$ cat src/rtl/pi_phase_ctrl.sv
// pi_phase_ctrl: phase-select controller for the mainband phase interpolator.
// Track mode steps the 4-bit code from early/late votes; sweep mode walks all
// 16 codes, records comparator results and parks at the widest passing window.
// Ports:
//   clk, rst         clock, synchronous active-high reset
//   i_mode[1:0]      00 hold, 01 track, 10 sweep, 11 hold
//   i_early/i_late   phase detector votes
//   i_sweep_start    sweep start pulse (mode 10, idle only)
//   i_cmp_pass       pattern comparator result
//   o_step_sel[3:0]  PI phase code
//   o_code_stable    code neither settling nor sweeping
//   o_busy           sweep in progress
//   o_sweep_done     one-cycle completion pulse
//   o_sweep_fail     no code passed in the last sweep
//   o_best_code[3:0] centre code of the last sweep
//   o_eye_width[4:0] longest circular pass run
module pi_phase_ctrl #(
  parameter int unsigned THRESH     = 8,
  parameter int unsigned SETTLE_CYC = 4
) (
  input  logic       clk,
  input  logic       rst,
  input  logic [1:0] i_mode,
  input  logic       i_early,
  input  logic       i_late,
  input  logic       i_sweep_start,
  input  logic       i_cmp_pass,
  output logic [3:0] o_step_sel,
  output logic       o_code_stable,
  output logic       o_busy,
  output logic       o_sweep_done,
  output logic       o_sweep_fail,
  output logic [3:0] o_best_code,
  output logic [4:0] o_eye_width
);

  localparam logic [2:0] S_IDLE   = 3'd0;
  localparam logic [2:0] S_SET    = 3'd1;
  localparam logic [2:0] S_SETTLE = 3'd2;
  localparam logic [2:0] S_SAMPLE = 3'd3;
  localparam logic [2:0] S_EVAL   = 3'd4;
  localparam logic [2:0] S_DONE   = 3'd5;

  localparam logic signed [5:0] TH_POS = 6'(THRESH);
  localparam logic signed [5:0] TH_NEG = -TH_POS;

  logic [2:0]        state_q, state_d;
  logic [3:0]        k_q, k_d;
  logic [4:0]        cnt_q, cnt_d;
  logic [15:0]       mask_q, mask_d;
  logic [3:0]        run_start_q, run_start_d;
  logic [4:0]        run_len_q, run_len_d;
  logic [3:0]        best_start_q, best_start_d;
  logic [4:0]        best_len_q, best_len_d;
  logic [3:0]        restore_q, restore_d;
  logic signed [5:0] acc_q, acc_d;
  logic [3:0]        settle_q, settle_d;
  logic [3:0]        step_sel_q, step_sel_d;
  logic              code_stable_q, code_stable_d;
  logic              busy_q, busy_d;
  logic              done_q, done_d;
  logic              fail_q, fail_d;
  logic [3:0]        best_code_q, best_code_d;
  logic [4:0]        eye_width_q, eye_width_d;

  logic signed [5:0] vote;
  logic              eval_bit;
  logic [4:0]        new_len;
  logic [3:0]        new_start;
  logic [3:0]        centre;

  // State and output registers
  always_ff @(posedge clk) begin
    if (rst) begin
      state_q       <= S_IDLE;
      k_q           <= 4'd0;
      cnt_q         <= 5'd0;
      mask_q        <= 16'd0;
      run_start_q   <= 4'd0;
      run_len_q     <= 5'd0;
      best_start_q  <= 4'd0;
      best_len_q    <= 5'd0;
      restore_q     <= 4'd0;
      acc_q         <= 6'sd0;
      settle_q      <= 4'd0;
      step_sel_q    <= 4'd0;
      code_stable_q <= 1'b1;
      busy_q        <= 1'b0;
      done_q        <= 1'b0;
      fail_q        <= 1'b0;
      best_code_q   <= 4'd0;
      eye_width_q   <= 5'd0;
    end else begin
      state_q       <= state_d;
      k_q           <= k_d;
      cnt_q         <= cnt_d;
      mask_q        <= mask_d;
      run_start_q   <= run_start_d;
      run_len_q     <= run_len_d;
      best_start_q  <= best_start_d;
      best_len_q    <= best_len_d;
      restore_q     <= restore_d;
      acc_q         <= acc_d;
      settle_q      <= settle_d;
      step_sel_q    <= step_sel_d;
      code_stable_q <= code_stable_d;
      busy_q        <= busy_d;
      done_q        <= done_d;
      fail_q        <= fail_d;
      best_code_q   <= best_code_d;
      eye_width_q   <= eye_width_d;
    end
  end

  // Next-state: tracking loop, sweep sequencer and window evaluation
  always_comb begin
    state_d      = state_q;
    k_d          = k_q;
    cnt_d        = cnt_q;
    mask_d       = mask_q;
    run_start_d  = run_start_q;
    run_len_d    = run_len_q;
    best_start_d = best_start_q;
    best_len_d   = best_len_q;
    restore_d    = restore_q;
    acc_d        = acc_q;
    settle_d     = settle_q;
    step_sel_d   = step_sel_q;
    busy_d       = busy_q;
    done_d       = 1'b0;
    fail_d       = fail_q;
    best_code_d  = best_code_q;
    eye_width_d  = eye_width_q;
    vote         = 6'sd0;
    eval_bit     = 1'b0;
    new_len      = 5'd0;
    new_start    = 4'd0;
    centre       = 4'd0;

    if (i_early && !i_late) begin
      vote = 6'sd1;
    end else if (i_late && !i_early) begin
      vote = -6'sd1;
    end

    if (state_q == S_IDLE) begin
      if (busy_q) begin
        // Cycle after DONE: busy drops, votes still ignored
        busy_d = 1'b0;
      end else if (i_sweep_start && (i_mode == 2'b10)) begin
        restore_d  = step_sel_q;
        k_d        = 4'd0;
        step_sel_d = 4'd0;
        fail_d     = 1'b0;
        busy_d     = 1'b1;
        acc_d      = 6'sd0;
        settle_d   = 4'd0;
        mask_d     = 16'd0;
        state_d    = S_SET;
      end else if (settle_q != 4'd0) begin
        settle_d = settle_q - 4'd1;
        acc_d    = 6'sd0;
      end else if (i_mode == 2'b01) begin
        // Crossing is taken from the registered accumulator
        if (acc_q >= TH_POS) begin
          step_sel_d = step_sel_q + 4'd1;
          acc_d      = 6'sd0;
          settle_d   = 4'(SETTLE_CYC);
        end else if (acc_q <= TH_NEG) begin
          step_sel_d = step_sel_q - 4'd1;
          acc_d      = 6'sd0;
          settle_d   = 4'(SETTLE_CYC);
        end else begin
          acc_d = acc_q + vote;
        end
      end else begin
        acc_d = 6'sd0;
      end
    end else if (i_mode != 2'b10) begin
      // Abort: restore the pre-sweep code without a done pulse
      state_d    = S_IDLE;
      busy_d     = 1'b0;
      step_sel_d = restore_q;
    end else begin
      case (state_q)
        S_SET: begin
          cnt_d   = 5'(SETTLE_CYC - 1);
          state_d = S_SETTLE;
        end
        S_SETTLE: begin
          if (cnt_q == 5'd0) begin
            state_d = S_SAMPLE;
          end else begin
            cnt_d = cnt_q - 5'd1;
          end
        end
        S_SAMPLE: begin
          mask_d[k_q] = i_cmp_pass;
          if (k_q == 4'd15) begin
            cnt_d        = 5'd0;
            run_start_d  = 4'd0;
            run_len_d    = 5'd0;
            best_start_d = 4'd0;
            best_len_d   = 5'd0;
            state_d      = S_EVAL;
          end else begin
            k_d        = k_q + 4'd1;
            step_sel_d = k_q + 4'd1;
            state_d    = S_SET;
          end
        end
        S_EVAL: begin
          // Two laps over the mask so runs crossing 15->0 are seen whole
          eval_bit = mask_q[cnt_q[3:0]];
          if (eval_bit) begin
            new_start   = (run_len_q == 5'd0) ? cnt_q[3:0] : run_start_q;
            new_len     = (run_len_q == 5'd16) ? 5'd16 : run_len_q + 5'd1;
            run_start_d = new_start;
            run_len_d   = new_len;
            if (new_len > best_len_q) begin
              best_len_d   = new_len;
              best_start_d = new_start;
            end
          end else begin
            run_len_d = 5'd0;
          end
          if (cnt_q == 5'd31) begin
            state_d = S_DONE;
          end else begin
            cnt_d = cnt_q + 5'd1;
          end
        end
        S_DONE: begin
          done_d      = 1'b1;
          eye_width_d = best_len_q;
          if (best_len_q != 5'd0) begin
            centre      = best_start_q + 4'((best_len_q - 5'd1) >> 1);
            best_code_d = centre;
            step_sel_d  = centre;
          end else begin
            fail_d     = 1'b1;
            step_sel_d = restore_q;
          end
          state_d = S_IDLE;
        end
        default: begin
          state_d = S_IDLE;
          busy_d  = 1'b0;
        end
      endcase
    end
  end

  assign code_stable_d = !busy_d && (settle_d == 4'd0);

  assign o_step_sel    = step_sel_q;
  assign o_code_stable = code_stable_q;
  assign o_busy        = busy_q;
  assign o_sweep_done  = done_q;
  assign o_sweep_fail  = fail_q;
  assign o_best_code   = best_code_q;
  assign o_eye_width   = eye_width_q;

endmodule

$ cat config.mk
export PLATFORM = sky130hd
export DESIGN_NAME = pi_phase_ctrl
export DESIGN_NICKNAME = d
export VERILOG_FILES = /design/src/rtl/pi_phase_ctrl.sv
export SDC_FILE = /design/constraint.sdc
export NUM_CORES = 1
export LEC_CHECK = 0
export ABC_AREA = 1
export BUFFER_PORTS_ARGS = -buffer_cell sky130_fd_sc_hd__buf_2
export CAP_MARGIN = 20
export CELL_PAD_IN_SITES_DETAIL_PLACEMENT = 1
export CELL_PAD_IN_SITES_GLOBAL_PLACEMENT = 2
export CORE_ASPECT_RATIO = 0.9
export CORE_MARGIN = 2
export CORE_UTILIZATION = 36
export CTS_BUF_LIST = sky130_fd_sc_hd__clkbuf_4
export CTS_CLUSTER_SIZE = 16
export DETAILED_ROUTE_END_ITERATION = 6
export PLACE_DENSITY = 0.81
export SYNTH_ARGS = -nofsm -noshare
export SYNTH_HDL_FRONTEND = slang
export SYNTH_SLANG_ARGS = --single-unit
$ cat constraint.sdc
create_clock -name clk -period 2.38 [get_ports clk]
set_input_delay 0.238 -clock clk [delete_from_list [all_inputs] [get_ports clk]]
set_output_delay 0.238 -clock clk [all_outputs]
set_load 0.02 [all_outputs]
# [After elaboration in Yosys (flattened, before gate mapping)]
# Cells that the tools add are included.
[totals] regBits=77 input_bits=8 out_inout_bits=17
[op_classes] addsub=10 n_lt_le_gt_ge=6 eq_ne=27 mux=77 n_bitwise=3 reduce_logical=34
[op_table] operator="$mux W4" n=27
[op_table] operator="$mux W16" n=5
[op_table] operator="$mux W6" n=7
[op_table] operator="$mux W5" n=7
[op_table] operator="$pmux W4 S2" n=3
[op_table] operator="$mux W3" n=7
[op_table] operator="$ne A2 B2 Y1 const B" n=10
[op_table] operator="$pmux W5 S2" n=2
[op_table] operator="$pmux W5 S4" n=1
[op_table] operator="$reduce_and A6 Y1" n=3
[op_table] operator="$bwmux W16" n=1
[op_table] operator="$reduce_and A4 Y1" n=4
[op_table] operator="$reduce_and A5 Y1" n=3
[op_table] operator="$mux W1" n=14
[op_table] operator="$ne A4 B4 Y1 const B" n=3
[op_table] operator="$pmux W3 S4" n=1
[op_table] operator="$reduce_bool A4 Y1" n=3
[op_table] operator="$add A5 B1 Y5 const B" n=2
[op_table] operator="$eq A5 B5 Y1 const B" n=2
[op_table] operator="$logic_not A5 Y1" n=2
[op_table] operator="$lt A4 B5 Y1 const B" n=2
[op_table] operator="$sub A5 B1 Y5 const B" n=2
[op_table] operator="$add A4 B1 Y4 const B" n=2
[op_table] operator="$sub A4 B1 Y4 const B" n=2
[op_table] operator="29 further kinds" n=42

# [Depth between registers and ports, before layout]
# Gate-level depths: netlist (run 1).
[depth] ltp_word=10 mapped_depth=16

# [Worst setup path after synthesis (run 1)]
# OpenSTA, ideal clock, no wires.
[synth_path] path_type="reg-to-reg" startpoint="reg run_len_q[0]" endpoint="reg best_start_q[2]" setup_ns=0.115 t_arrival_ns=1.988 t_required_ns=2.265 slack_ns=0.277 path_stages_with_launch=16 n_path_buf=1 synth_period_minus_slack_ns=2.103 path_cell_list="dfxtp_1 -> ha_1 -> or2_2 -> nand3_1 -> inv_1 -> ha_1 -> nand3b_1 -> nand2_1 -> nand3_1 -> a21oi_1 -> nand2_1 -> nand2_2 -> buf_4 -> nand3_1 -> nand2_1 -> nor2_1"
[synth_between] elab_chain_len=5
[synth_lines] element="start: declaration" line="52" rtl="logic [4:0] run_len_q, run_len_d;"
[synth_lines] element="start signal: assignment" line="99" rtl="run_len_q <= run_len_d;"
[synth_lines] element="$add A5 B1 Y5 (tied with other cells)" line="217" rtl="new_len = (run_len_q == 5'd16) ? 5'd16 : run_len_q + 5'd1;"
[synth_lines] element="$mux W5 / $mux W4 (equally long branches)" line="217, 216"
[synth_lines] element="$gt A5 B5 Y1 / $mux W4 (equally long branches)" line="220" rtl="if (new_len > best_len_q) begin"
[synth_lines] element="$ne A2 B2 Y1 (no source line) / $mux W4 (equally long branches)"
[synth_lines] element="$reduce_and A6 Y1 (no source line) / $pmux W4 S2 (equally long branches)"
[synth_lines] element="end signal: assignment" line="100" rtl="best_start_q <= best_start_d;"
[synth_lines] element="end: declaration" line="53" rtl="logic [3:0] best_start_q, best_start_d;"
# Several ways; a longest one is shown, not always the timed one. The select of a mux whose other input is x is not followed.
# A chain may end at the register's enable or synchronous reset.

# [Worst setup path after layout (run 1)]
[layout_path] startpoint="reg run_len_q[0]" endpoint="reg best_start_q[0]"
# The elaborated chain is that of the path after synthesis.

==> results of run 1 <==
==> flip-flops by register name (all words and copies together), names as in the netlist, 5 cells and up <==
register,cells
run_len_q,5
acc_q,6
cnt_q,5
mask_q,16
o_eye_width,5
best_len_q,5
==> metal layers <==
layer  vias up  global-route usage  share of wire
li1       2345                   -              -
met1      2148               0.251           0.49
met3        12              0.0369          0.023
met2        41               0.329           0.47
met5         -                   0              0
met4         0              0.0585          0.014
==> how the worst max path moves through the flow <==
stage | start | end | slack [ns] | cells after the start
global route | run_len_q[0] | best_start_q[2] | -0.009 | 15
detailed placement | run_len_q[0] | best_len_q[2] | 0.08 | 14
CTS | run_len_q[0] | best_len_q[1] | 0.07 | 14
floorplan | run_len_q[0] | best_start_q[2] | 0.28 | 15
global placement | run_len_q[0] | best_start_q[1] | 0.18 | 14
finish | run_len_q[0] | best_start_q[0] | 0.21 | 14
==> cells in the final DEF (no fill, tap or decap), types with 11 or more instances in the layout <==
cell type	count
clkbuf_4	11
buf_2	24
nand3_1	45
dfxtp_1	77
nor2_1	78
ha_1	27
a21oi_1	69
o21ai_0	42
inv_1	82
xor2_1	12
nand2_1	176
==> worst max-delay path, cell delays in order (launching register included) <==
cell and delay (ns):
dfxtp_1 0.34, ha_1 0.20, or2_2 0.27, nand3_1 0.10, inv_1 0.05, ha_1 0.30
nand3b_1 0.08, nand2_1 0.07, nand3_1 0.07, a21oi_2 0.14, nand2_2 0.12, nand2_4 0.15
nand3_1 0.08, nand2_1 0.08, nor2_1 0.05
==> per-stage QoR <==
step | worst slack (ns) | TNS [ns] | utilization
CTS | 0.0683 | 0 | 0.407
detailed placement | 0.0807 | 0 | 0.393
floorplan | 0.277 | 0 | -
global placement | 0.176 | 0 | 0.393
global route | -0.00936 | -0.0177 | 0.409
finish | 0.207 | 0 | 0.409
==> report_power, final <==
group	internal [W]	switching, W	total [W]
sequential	0.00135	0.0000510	0.00140
combinational	0.000243	0.000437	0.000679
clock	0.000551	0.000499	0.00105
total	0.00215	0.000987	0.00313
==> cells by family after synthesis <==
logic type | synth area share
AO/OA/AOI/OAI | 0.155
XOR/XNOR | 0.0257
adder cells (fa/ha/maj) | 0.0876
buffers and inverters | 0.0974
flip-flops | 0.323
AND/OR/NAND/NOR | 0.311
==> layout make-up <==
| class | instances | area share |
|---|---|---|
| multi-input combinational | 521 | 0.531 |
| sequential | 77 | 0.294 |
| inverter | 91 | 0.0656 |
| tap | 164 | 0.0391 |
| timing repair buffer | 33 | 0.0358 |
| clock inverter | 5 | 0.0188 |
| clock buffer | 11 | 0.0157 |
==> impl_results.md, run 1 <==
* Fin. Hold Viols at 0
* Layout area overhead at 10.1%
* Vias at 4,546
* Post-Place Cell Area at 0.00504 mm^2
* Final Instance Area at 0.00525 mm^2
* Global-route wire length before repair at 22,300 um
* Most common cell in the netlist: nand2_1
* Fmax at 460 MHz
* Seq cells post-synth at 77
* Rows at 39
* Hold Path Sink: mask_q[15]
* Commonest cells post-synth: nand2_1, inv_1, nor2_1
* Hold WC Path Type: primary input to flop
* Share of cells above drive strength 1 at 0.117
* Core footprint at 0.0128 mm^2
* Cts bufs inserted at 9
* Placed Cells at 885
* Reg2reg start: run_len_q[0]
* Synth top area share at 0.323
* Final min period at 2.17 ns
* Fin cells at 902
* Final setup vio count at 0
* Critical Path AT at 2.55 ns
* Vias/cell at 5.04
* Final critical-path share of the clock period at 0.913
* Area of the multi-input gates at 0.00279 mm^2
* GPL Wtd Cong at 0.786
* Total track usage at 0.194
* Die extent in y at 113 um
* Postcts setup bufs at 0
* CP required at 2.76 ns
* Die area at 0.0142 mm^2
* Ys async rst share at 0
* CTS tree: built
* Synth Warn # at 0
* Post-Syn Nets at 749
* CTS H-tree lvls at 3
* Clock Sinks at 77
* Hold_sp: i_cmp_pass
* Worst Setup End Kind: flop
* # fillers at 1,688
* Pwr Density at 597 mW/mm^2
* Worst-Skew Late Latency at 0.47 ns
* Primary FF master, synth: dfxtp_1
* Port bufs at 24
* # DRC at 0
* Run status: completed
* CTS root buffer: clkbuf_4
* Post-synthesis sequential area ratio at 0.323
* Top cell type by total area after synthesis: dfxtp_1
* VDD IR-drop max at 0.308 mV
* Post-DR wirelength/cell at 14.5 um
* Hold_buf cts at 0
* HPWL after detailed placement at 9780 um
* Total congestion overflow at 0
* Vias in the first global route at 4,537
* Max-Cap Viols at 0
* Static Leak at 2.26 nW
* N_diodes at 0
* Sequential Area at 0.00154 mm^2
* Worst R2R End: best_start_q[0]
* Antenna violations before repair at 0
* Syn Std Cell Area at 0.00477 mm^2
* Post-synth cell types at 41
* Routed Antenna Nets at 0
* Slew @ Worst Pin at 0.522 ns
* Slew Viols, Final at 0
* Startpoint Class: flop
* PostCTS Resize Cnt at 0
* Clock transition at path regs at 0.13 ns
* R2R cell count at 14
* Hold slack at 0.150 ns
* Num ports at 25
* Slew headroom at 0.651
* Average size of a mapped cell at 6.72 um^2
* Hold path cells at 3
* Clk buf depth at 2
* R2R Setup Slk at 0.21 ns
* Largest net degree at the start of global routing at 36
* Pre-Repair DR Iteration Count at 4
* Initial Util at 0.372
* Final wirelength at 13,100 um
* Nets at 772
* Post-synth EDFFs at 0
* Worst-path maximum fanout at 9
* First DRT Iteration DRCs at 200
* Worst Setup Path Type: flop to flop
* Clock skew at 0.0176 ns
* Chip width at 125 um
* Syn Inst Count at 710
* Design Power at 0.00313 W
* Top post-synthesis cells by area: dfxtp_1, nand2_1, a21oi_1
* RSZ-0062 raised after global routing: true
(Power assumes the default switching activity.)
==> run 2: changes to the inputs <==
CTS_BUF_LIST = sky130_fd_sc_hd__clkbuf_4 sky130_fd_sc_hd__clkbuf_8   (was sky130_fd_sc_hd__clkbuf_4)
==> run 2 against run 1 <==
Flip-flop and latch count is the same. Count of clock-buffer cells in the layout is 1 higher. Global-route usage is 0.11 points higher. Clock power is 22% higher. Setup slack got worse by 0.019 ns. Non-clock buffer count increased by 1. Die area is the same. Critical endpoint is now best_len_q[1].
==> impl_results.md, run 2 (synthesis results as in run 1) <==
* GRT met2 Usage at 0.331
* Chip width at 125 um
* Cts bufs inserted at 9
* Num ports at 25
* Startpoint Class: flop
* Design Power at 0.00336 W
* Total track usage at 0.195
* Met1 GRT Util at 0.251
* Layer with the highest usage: met2
* Final Instance Area at 0.00533 mm^2
* Antenna violations before repair at 0
* CTS root buffer: clkbuf_8
* Post-place setup slack at 0.0807 ns
* CP required at 2.66 ns
* Pwr Density at 630 mW/mm^2
* Largest regs: mask_q (16), acc_q (6)
* Hold slack at 0.251 ns
* Static Leak at 2.29 nW
* Vias/cell at 5.03
* Sequential Area at 0.00154 mm^2
* Initial Util at 0.372
* Final critical-path share of the clock period at 0.921
* CTS tree: built
* Top reg by flops: mask_q
* Die area at 0.0142 mm^2
* Share of cells above drive strength 1 at 0.122
* Slew Viols, Final at 0
* GR Util met3 at 0.0463
* Port bufs at 24
* Layout area overhead at 11.8%
* Fmax at 456 MHz
* Post-Place Cell Area at 0.00504 mm^2
* Vias at 4,551
* Worst Setup End Kind: flop
* Largest net degree at the start of global routing at 36
* GPL Wtd Cong at 0.786
* VDD IR-drop max at 0.301 mV
* Most frequent cells in the layout: nand2_1, inv_1, nor2_1
* Die extent in y at 113 um
* Final setup vio count at 0
* Area of the multi-input gates at 0.00280 mm^2
* Pre-Repair DR Iteration Count at 4
* N_diodes at 0
* HPWL after detailed placement at 9780 um
* Worst Setup Path Type: flop to flop
* Worst-path maximum fanout at 4
* Global-route wire length before repair at 22,500 um
* # fillers at 1,672
* Post-DR wirelength/cell at 14.7 um
* Worst-Skew Late Latency at 0.38 ns
* First DRT Iteration DRCs at 191
* Clock Sinks at 77
* Slew @ Worst Pin at 0.531 ns
* Slew headroom at 0.645
* CTS H-tree lvls at 3
* Run status: completed
* Clock skew at 0.0120 ns
* Placed Cells at 885
* Fin. Hold Viols at 0
* Final setup margin at 0.188 ns
* Vias in the first global route at 4,557
* Clk buf depth at 2
* Hold WC Path Type: primary input to flop
* Clock transition at path regs at 0.09 ns
* Fin cells at 904
* Core footprint at 0.0128 mm^2
* Nets at 774
* Max-Cap Viols at 0
* Routed Antenna Nets at 0
* Critical Path AT at 2.47 ns
* Number of flip-flops in the largest register at 16
* Total congestion overflow at 0
* Final min period at 2.19 ns
* # DRC at 0
* Final wirelength at 13,300 um
* Most common cell after layout, fill and taps aside: nand2_1
* Rows at 39
## run 2: cell types whose count changed in the layout (fill, tap and decap cells not counted)
cell      previous run  this run
clkbuf_8             0        10
a21oi_2              5         6
nand2_2              4         5
clkbuf_4            11         2
a21oi_1             69        68
clkinv_1             1         0
buf_4                9        10
## run 2: path summary, 6_finish.rpt
| check | cells past startpoint | startpoint | slack [ns] | to |
|---|---|---|---|---|
| hold / removal | 3 | i_cmp_pass | 0.25 | mask_q[15] |
| setup reg to reg | 14 | run_len_q[0] | 0.19 | best_len_q[1] |
| hold reg to reg | 2 | mask_q[6] | 0.47 | mask_q[6] |
| setup / recovery | 14 | run_len_q[0] | 0.19 | best_len_q[1] |
## run 2: per-stage QoR
stage                     setup TNS (ns)  utilization
final                                  0        0.416
after global routing              -0.316        0.416
after CTS                              0        0.412
after detailed placement               0        0.393
after global placement                 0        0.393
after floorplan                        0            -
## run 2: area by class of cell
cell class	count	area share
Tap cell	164	0.0385
Clock buffer	12	0.0286
Timing Repair Buffer	34	0.0366
Inverter	91	0.0645
Multi-Input combinational cell	522	0.525
Sequential cell	77	0.289
Clock inverter	4	0.0178
## run 2: worst max-delay path: stages (launching register included)
cell	delay (ns)
dfxtp_1	0.33
ha_1	0.20
or2_2	0.27
nand3_1	0.09
inv_1	0.05
ha_1	0.31
nand3b_1	0.08
nand2_1	0.07
nand3_1	0.08
a21oi_2	0.14
nand2_2	0.13
nand2_2	0.14
nand3_1	0.09
nand2_1	0.07
nor2_1	0.04
## run 2: where the power goes
part	switching [W]	total, W	internal, W	leakage, nW
sequential	0.0000509	0.00140	0.00135	0.623
clock	0.000529	0.00128	0.000748	0.127
combinational	0.000438	0.000681	0.000243	1.54
## run 2: metal layers
metal	wire length, um	part of all wire
met5	0	0
met4	144	0.011
met3	344	0.026
met2	6180	0.47
met1	6610	0.50
## run 2: timing repair
action                                  CTS  global route
endpoints found under the setup margin    0             9
hold endpoints to repair                  0             0
gates resized for setup                   0             6
hold buffers                              0             0
buffers inserted                          0             1
